## src/rtl/mc_read_arbiter.sv

```systemverilog
// mc_read_arbiter: shares the memory-controller AR channel between the tag-lookup
// requester (T) and the miss-fill requester (F). Arbitration is round-robin, the AR
// output is registered, and each side may have at most MAX_OUTSTANDING reads in
// flight. Returning R beats are steered back by the source bit in rid_i's MSB.
module mc_read_arbiter #(
  parameter int ADDR_WIDTH      = 64,
  parameter int DATA_WIDTH      = 32,
  parameter int ID_WIDTH        = 16,
  parameter int MAX_OUTSTANDING = 4
) (
  input  logic                  clk,
  input  logic                  rst_n,
  // requester T AR
  input  logic [ID_WIDTH-1:0]   t_arid_i,
  input  logic [ADDR_WIDTH-1:0] t_araddr_i,
  input  logic                  t_arvalid_i,
  output logic                  t_arready_o,
  // requester F AR
  input  logic [ID_WIDTH-1:0]   f_arid_i,
  input  logic [ADDR_WIDTH-1:0] f_araddr_i,
  input  logic                  f_arvalid_i,
  output logic                  f_arready_o,
  // memory controller AR
  output logic [ID_WIDTH:0]     arid_o,
  output logic [ADDR_WIDTH-1:0] araddr_o,
  output logic                  arvalid_o,
  input  logic                  arready_i,
  // memory controller R
  input  logic [ID_WIDTH:0]     rid_i,
  input  logic [DATA_WIDTH-1:0] rdata_i,
  input  logic                  rlast_i,
  input  logic                  rvalid_i,
  output logic                  rready_o,
  // requester T R
  output logic [ID_WIDTH-1:0]   t_rid_o,
  output logic [DATA_WIDTH-1:0] t_rdata_o,
  output logic                  t_rlast_o,
  output logic                  t_rvalid_o,
  input  logic                  t_rready_i,
  // requester F R
  output logic [ID_WIDTH-1:0]   f_rid_o,
  output logic [DATA_WIDTH-1:0] f_rdata_o,
  output logic                  f_rlast_o,
  output logic                  f_rvalid_o,
  input  logic                  f_rready_i,
  output logic                  err_o
);

  localparam int CW = $clog2(MAX_OUTSTANDING + 1);
  localparam logic [CW-1:0] CNT_MAX = CW'(MAX_OUTSTANDING);
  localparam logic SRC_T = 1'b0;
  localparam logic SRC_F = 1'b1;

  typedef enum logic {S_IDLE, S_ISSUE} state_t;

  state_t        state;
  logic          last_grant;
  logic [CW-1:0] cnt_t, cnt_f;
  logic          t_elig, f_elig;
  logic          grant_t, grant_f;
  logic          r_dst, r_done, dec_t, dec_f;

  // Eligibility and round-robin grant; only decided while the AR slot is free
  always_comb begin
    t_elig  = t_arvalid_i && (cnt_t < CNT_MAX);
    f_elig  = f_arvalid_i && (cnt_f < CNT_MAX);
    grant_t = 1'b0;
    grant_f = 1'b0;
    if (state == S_IDLE) begin
      grant_t = t_elig && (!f_elig || last_grant == SRC_F);
      grant_f = f_elig && (!t_elig || last_grant == SRC_T);
    end
    // ready must stay low while reset is held, even though state already reads idle
    t_arready_o = grant_t && rst_n;
    f_arready_o = grant_f && rst_n;
  end

  // R routing: zero latency, steered by the source bit carried in the ID MSB
  always_comb begin
    r_dst      = rid_i[ID_WIDTH];
    t_rvalid_o = rvalid_i && !r_dst;
    f_rvalid_o = rvalid_i &&  r_dst;
    rready_o   = r_dst ? f_rready_i : t_rready_i;
    t_rid_o    = rid_i[ID_WIDTH-1:0];
    f_rid_o    = rid_i[ID_WIDTH-1:0];
    t_rdata_o  = rdata_i;
    f_rdata_o  = rdata_i;
    t_rlast_o  = rlast_i;
    f_rlast_o  = rlast_i;
    r_done     = rvalid_i && rready_o && rlast_i;
    dec_t      = r_done && !r_dst;
    dec_f      = r_done &&  r_dst;
  end

  // AR FSM: latch the winner into the output register and hold it until accepted
  always_ff @(posedge clk or negedge rst_n) begin
    if (!rst_n) begin
      state      <= S_IDLE;
      last_grant <= SRC_F;
      arvalid_o  <= 1'b0;
      arid_o     <= '0;
      araddr_o   <= '0;
    end else begin
      case (state)
        S_IDLE: begin
          if (grant_t || grant_f) begin
            arvalid_o  <= 1'b1;
            arid_o     <= grant_f ? {SRC_F, f_arid_i} : {SRC_T, t_arid_i};
            araddr_o   <= grant_f ? f_araddr_i : t_araddr_i;
            last_grant <= grant_f ? SRC_F : SRC_T;
            state      <= S_ISSUE;
          end
        end
        S_ISSUE: begin
          if (arready_i) begin
            arvalid_o <= 1'b0;
            state     <= S_IDLE;
          end
        end
        default: state <= S_IDLE;
      endcase
    end
  end

  // Outstanding counters: +1 on grant, -1 on last beat, saturate at 0 and flag underflow
  always_ff @(posedge clk or negedge rst_n) begin
    if (!rst_n) begin
      cnt_t <= '0;
      cnt_f <= '0;
      err_o <= 1'b0;
    end else begin
      if (grant_t && !dec_t)
        cnt_t <= cnt_t + CW'(1);
      else if (dec_t && !grant_t && cnt_t != '0)
        cnt_t <= cnt_t - CW'(1);
      if (grant_f && !dec_f)
        cnt_f <= cnt_f + CW'(1);
      else if (dec_f && !grant_f && cnt_f != '0)
        cnt_f <= cnt_f - CW'(1);
      if ((dec_t && cnt_t == '0) || (dec_f && cnt_f == '0))
        err_o <= 1'b1;
    end
  end

endmodule

```

## config.mk

```make
export PLATFORM = sky130hd
export DESIGN_NAME = mc_read_arbiter
export DESIGN_NICKNAME = d
export VERILOG_FILES = /design/src/rtl/mc_read_arbiter.sv
export SDC_FILE = /design/constraint.sdc
export NUM_CORES = 1
export LEC_CHECK = 0
export ABC_AREA = 1
export ABC_CLOCK_PERIOD_IN_PS = 3200
export CAP_MARGIN = 30
export CORE_AREA = 3 3 155 157
export DETAILED_ROUTE_END_ITERATION = 7
export DIE_AREA = 0 0 158 160
export DONT_BUFFER_PORTS = 1
export SLEW_MARGIN = 20
export SYNTH_ARGS = -nofsm -noshare
export SYNTH_HDL_FRONTEND = slang
export SYNTH_SLANG_ARGS = --single-unit
```

## constraint.sdc

```tcl
create_clock -name clk -period 3.2 [get_ports clk]
set_input_delay 0.32 -clock clk [delete_from_list [all_inputs] [get_ports clk]]
set_output_delay 0.32 -clock clk [all_outputs]
set_load 0.01 [all_outputs]
```

==> summary.md <==
| Metric | Value |
|---|---|
| Worst setup EP type | flop |
| Yosys reg bits | 91 |
| Syn Inst Count | 630 |
| IO Port Bufs | 0 |
| Syn. warnings | 0 |
| Die width | 158 um |
| ANT nets after route | 0 |
| Clk sinks | 91 |
| Leakage | 0.002212 uW |
| Cts bufs inserted | 9 |
| Routability congestion estimate | 0.7717 |
| Drt wl/cell | 18.71 um |
| Syn Nets | 850 |
| Final Worst Setup Slack | 978.4 ps |
| Worst skew pair latency | 350 ps |
| Top Ports | 404 |
| Reg2reg start | cnt_f[2] |
| Peak VDD IR | 0.0006883 V |
| Outcome | finished, final reports clean |
| CP startpoint | cnt_f[2] |
| Area Growth Syn to Fin | -3.329% |
| Max cap viols | 0 |
| Ant. Diodes | 0 |
| Max Slew Vio Count | 0 |
| Critical Path RT | 3480 ps |
| Clock network power share | 21.0% |
| Critical Path Fanout Max | 50 |
| Initial antenna violation count | 0 |
| Gates resized, CTS repair | 0 |
| # H-tree levels | 3 |
| Power per cell area | 1110 nW/um2 |
| Clock slew at reported path FFs | 70 ps |
| Total grt overflow | 0 |
| Die Y | 160 um |
| Drc violations | 0 |
| Vias per cell | 4.881 |
| Root Driver | clkbuf_16 |
| HP Class | in -> reg |
| FILL cells | 2463 |
| WL final | 14970 um |
| Endpoints failing hold | 0 |
| Power Internal | 3155 uW |
| Worst rel slew slack | 39.57% |
| Area of the mapped netlist | 5263 um2 |
| Die Area | 25280 um2 |
| Layout Skew | 12.01 ps |
| Drt pass-1 iters | 5 |
| Post-synthesis sequential area ratio | 43.30% |
| Dpl ws | 973.4 ps |
| Synth cell types | 23 |
| CTS tree | yes |
| Worst Tran Pin Value | 906.5 ps |
| Initial drt markers | 325 |
| Net switching power | 2495 uW |
| Fin Hold WS | 74.44 ps |
| Worst Setup Start Kind | flop |
| Sequential share of power | 44.1% |
| Fmax | 450.1 MHz |
| Power share of the combinational group | 34.9% |
| Hold_sp | arready_i |
| Vias | 3905 |
| Maximum clock insertion buffer count | 2 |
| Row count | 55 |
| Final worst path period need | 2222 ps |
| Core Area | 22640 um2 |
| Gr usage total | 11.09% |
| Fraction of layout cells with a size suffix above 1 | 11.07% |
| Final setup vio count | 0 |
| Unrepaired setup endpoints after global routing | no |
| First-pass GRT wire length | 21650 um |
| Sw Ratio | 44.16% |
| Starting Density | 23.24% |
| Tcrit/Tclk final | 69.43% |
| Post-CTS Setup Bufs | 0 |
| Final net count | 730 |
| Vias in the first global route | 3810 |
| Largest net degree at the start of global routing | 92 |
| Crit path kind | reg -> reg |
| Arr. time, crit path | 2500 ps |
| Hpwl dp | 10710 um |
| Total negative slack | 0 ps |
| Post-Syn Area per Cell | 8.353 um2 |
[area by class of cell]
class                           instances  area, um2  share of cell area (%)
Clock buffer                           10      229.0                   4.501
Clock inverter                          6      96.34                   1.894
Inverter                               19      71.32                   1.402
Multi-Input combinational cell        379       1921                   37.75
Sequential cell                        91       2278                   44.79
Tap cell                              285      356.6                   7.009
Timing Repair Buffer                   10      135.1                   2.656
[placed cells by master (no fill, tap or decap), drive strengths merged]
master / netlist / layout
nor2: 31 / 31
dfstp: 1 / 1
nand2: 110 / 110
fa: 2 / 2
bufinv: 0 / 2
inv: 19 / 22
nand3: 204 / 204
o21ai: 6 / 6
dfrtp: 90 / 90
buf: 123 / 9
clkinvlp: 0 / 1
a31oi: 24 / 24
dlygate4sd3: 0 / 1
clkbuf: 18 / 10
xor2: 2 / 2
[final timing paths]
path | to | depth (start not counted) | slack (ps)
hold reg to reg | cnt_t[2] | 2 | 500
setup / recovery | cnt_f[2] | 11 | 980
min in group asynchronous | araddr_o[59] | 2 | 590
max in group asynchronous | last_grant | 2 | 2230
hold / removal | state | 1 | 70
setup reg to reg | cnt_f[2] | 11 | 980
[synth_stat cells]
library cell / number / area [um2]
inv_1: 14 / 52.55
buf_8: 1 / 15.01
fa_1: 2 / 40.04
a31oi_2: 10 / 125.1
nor2_1: 29 / 108.9
dfstp_2: 1 / 26.28
inv_2: 5 / 18.77
xor2_1: 2 / 17.52
a31oi_1: 14 / 87.58
buf_6: 9 / 101.4
nand2_1: 97 / 364.1
nor2_2: 1 / 6.260
clkbuf_1: 18 / 67.56
buf_4: 100 / 750.7
nor2_4: 1 / 11.26
o21ai_1: 1 / 5.000
nand2_2: 11 / 68.82
nand2_4: 2 / 22.52
dfrtp_1: 90 / 2252
buf_2: 13 / 65.06
nand3_1: 202 / 1011
o21ai_0: 5 / 25.02
nand3_2: 2 / 20.02
[kinds of logic (layout without fill, tap and decap cells)]
| kind of cell | count (synthesis) | in the layout | share of synthesized area [%] |
|---|---|---|---|
| and+or+nand+nor | 345 | 345 | 30.65 |
| xor gates and xnor gates | 2 | 2 | 0.3329 |
| AOI/OAI and AO/OA | 30 | 30 | 4.612 |
| buffers and inverters | 160 | 45 | 20.35 |
| adders and majority gates | 2 | 2 | 0.7608 |
| DFF | 91 | 91 | 43.30 |
[worst max-delay path, stage by stage, from the launching register on]
cell and delay [ps]:
dfrtp_1 400, inv_2 90, nand2_2 60, nor2_4 140, buf_4 480, nand3_2 220, fa_1 440, inv_1 70
nand3_1 70, nand2_1 80, nand2_1 50, nand2_1 50
[per-stage QoR]
step / std cells / utilization [%] / cell area, um2 / total power [uW]
6_report: 800 / 22.47 / 5087 / 5649
5_1_grt: 800 / 22.47 / 5087 / 6145
4_1_cts: 800 / 22.47 / 5087 / 5738
3_5_place_dp: 782 / 20.87 / 4725 / 4485
3_3_place_gp: 780 / 20.69 / 4684 / 4380
2_1_floorplan: 630 / - / 5263 / 4124
[power by group through the flow]
stage               logic [uW]  clock network, uW  registers, uW
finish                    1970               1190           2490
floorplan                 1780                  0           2340
CTS                       2000               1240           2500
global placement          1870                  0           2510
detailed placement        1970                  0           2510
global route              2270               1300           2570
[timing repair]
item,4_1_cts,5_1_grt
endpoints found under the setup margin,0,0
hold endpoints to repair,91,0
hold buffers,2,0
[registers in the layout, indices dropped and copies added (netlist names)]
register and cells:
cnt_t 3, arvalid_o 1, araddr_o 64, last_grant 1, cnt_f 3, arid_o 17, err_o 1, state 1
[per-layer routing]
layer | global-route usage, % | vias up | share of wire, %
li1 | - | 1761 | -
met1 | 11.82 | 1845 | 36
met2 | 18.87 | 249 | 50
met3 | 4.228 | 50 | 10
met4 | 5.788 | 0 | 3.7
met5 | 0 | - | 0
No activity file was read; power rests on OpenSTA's default activity.
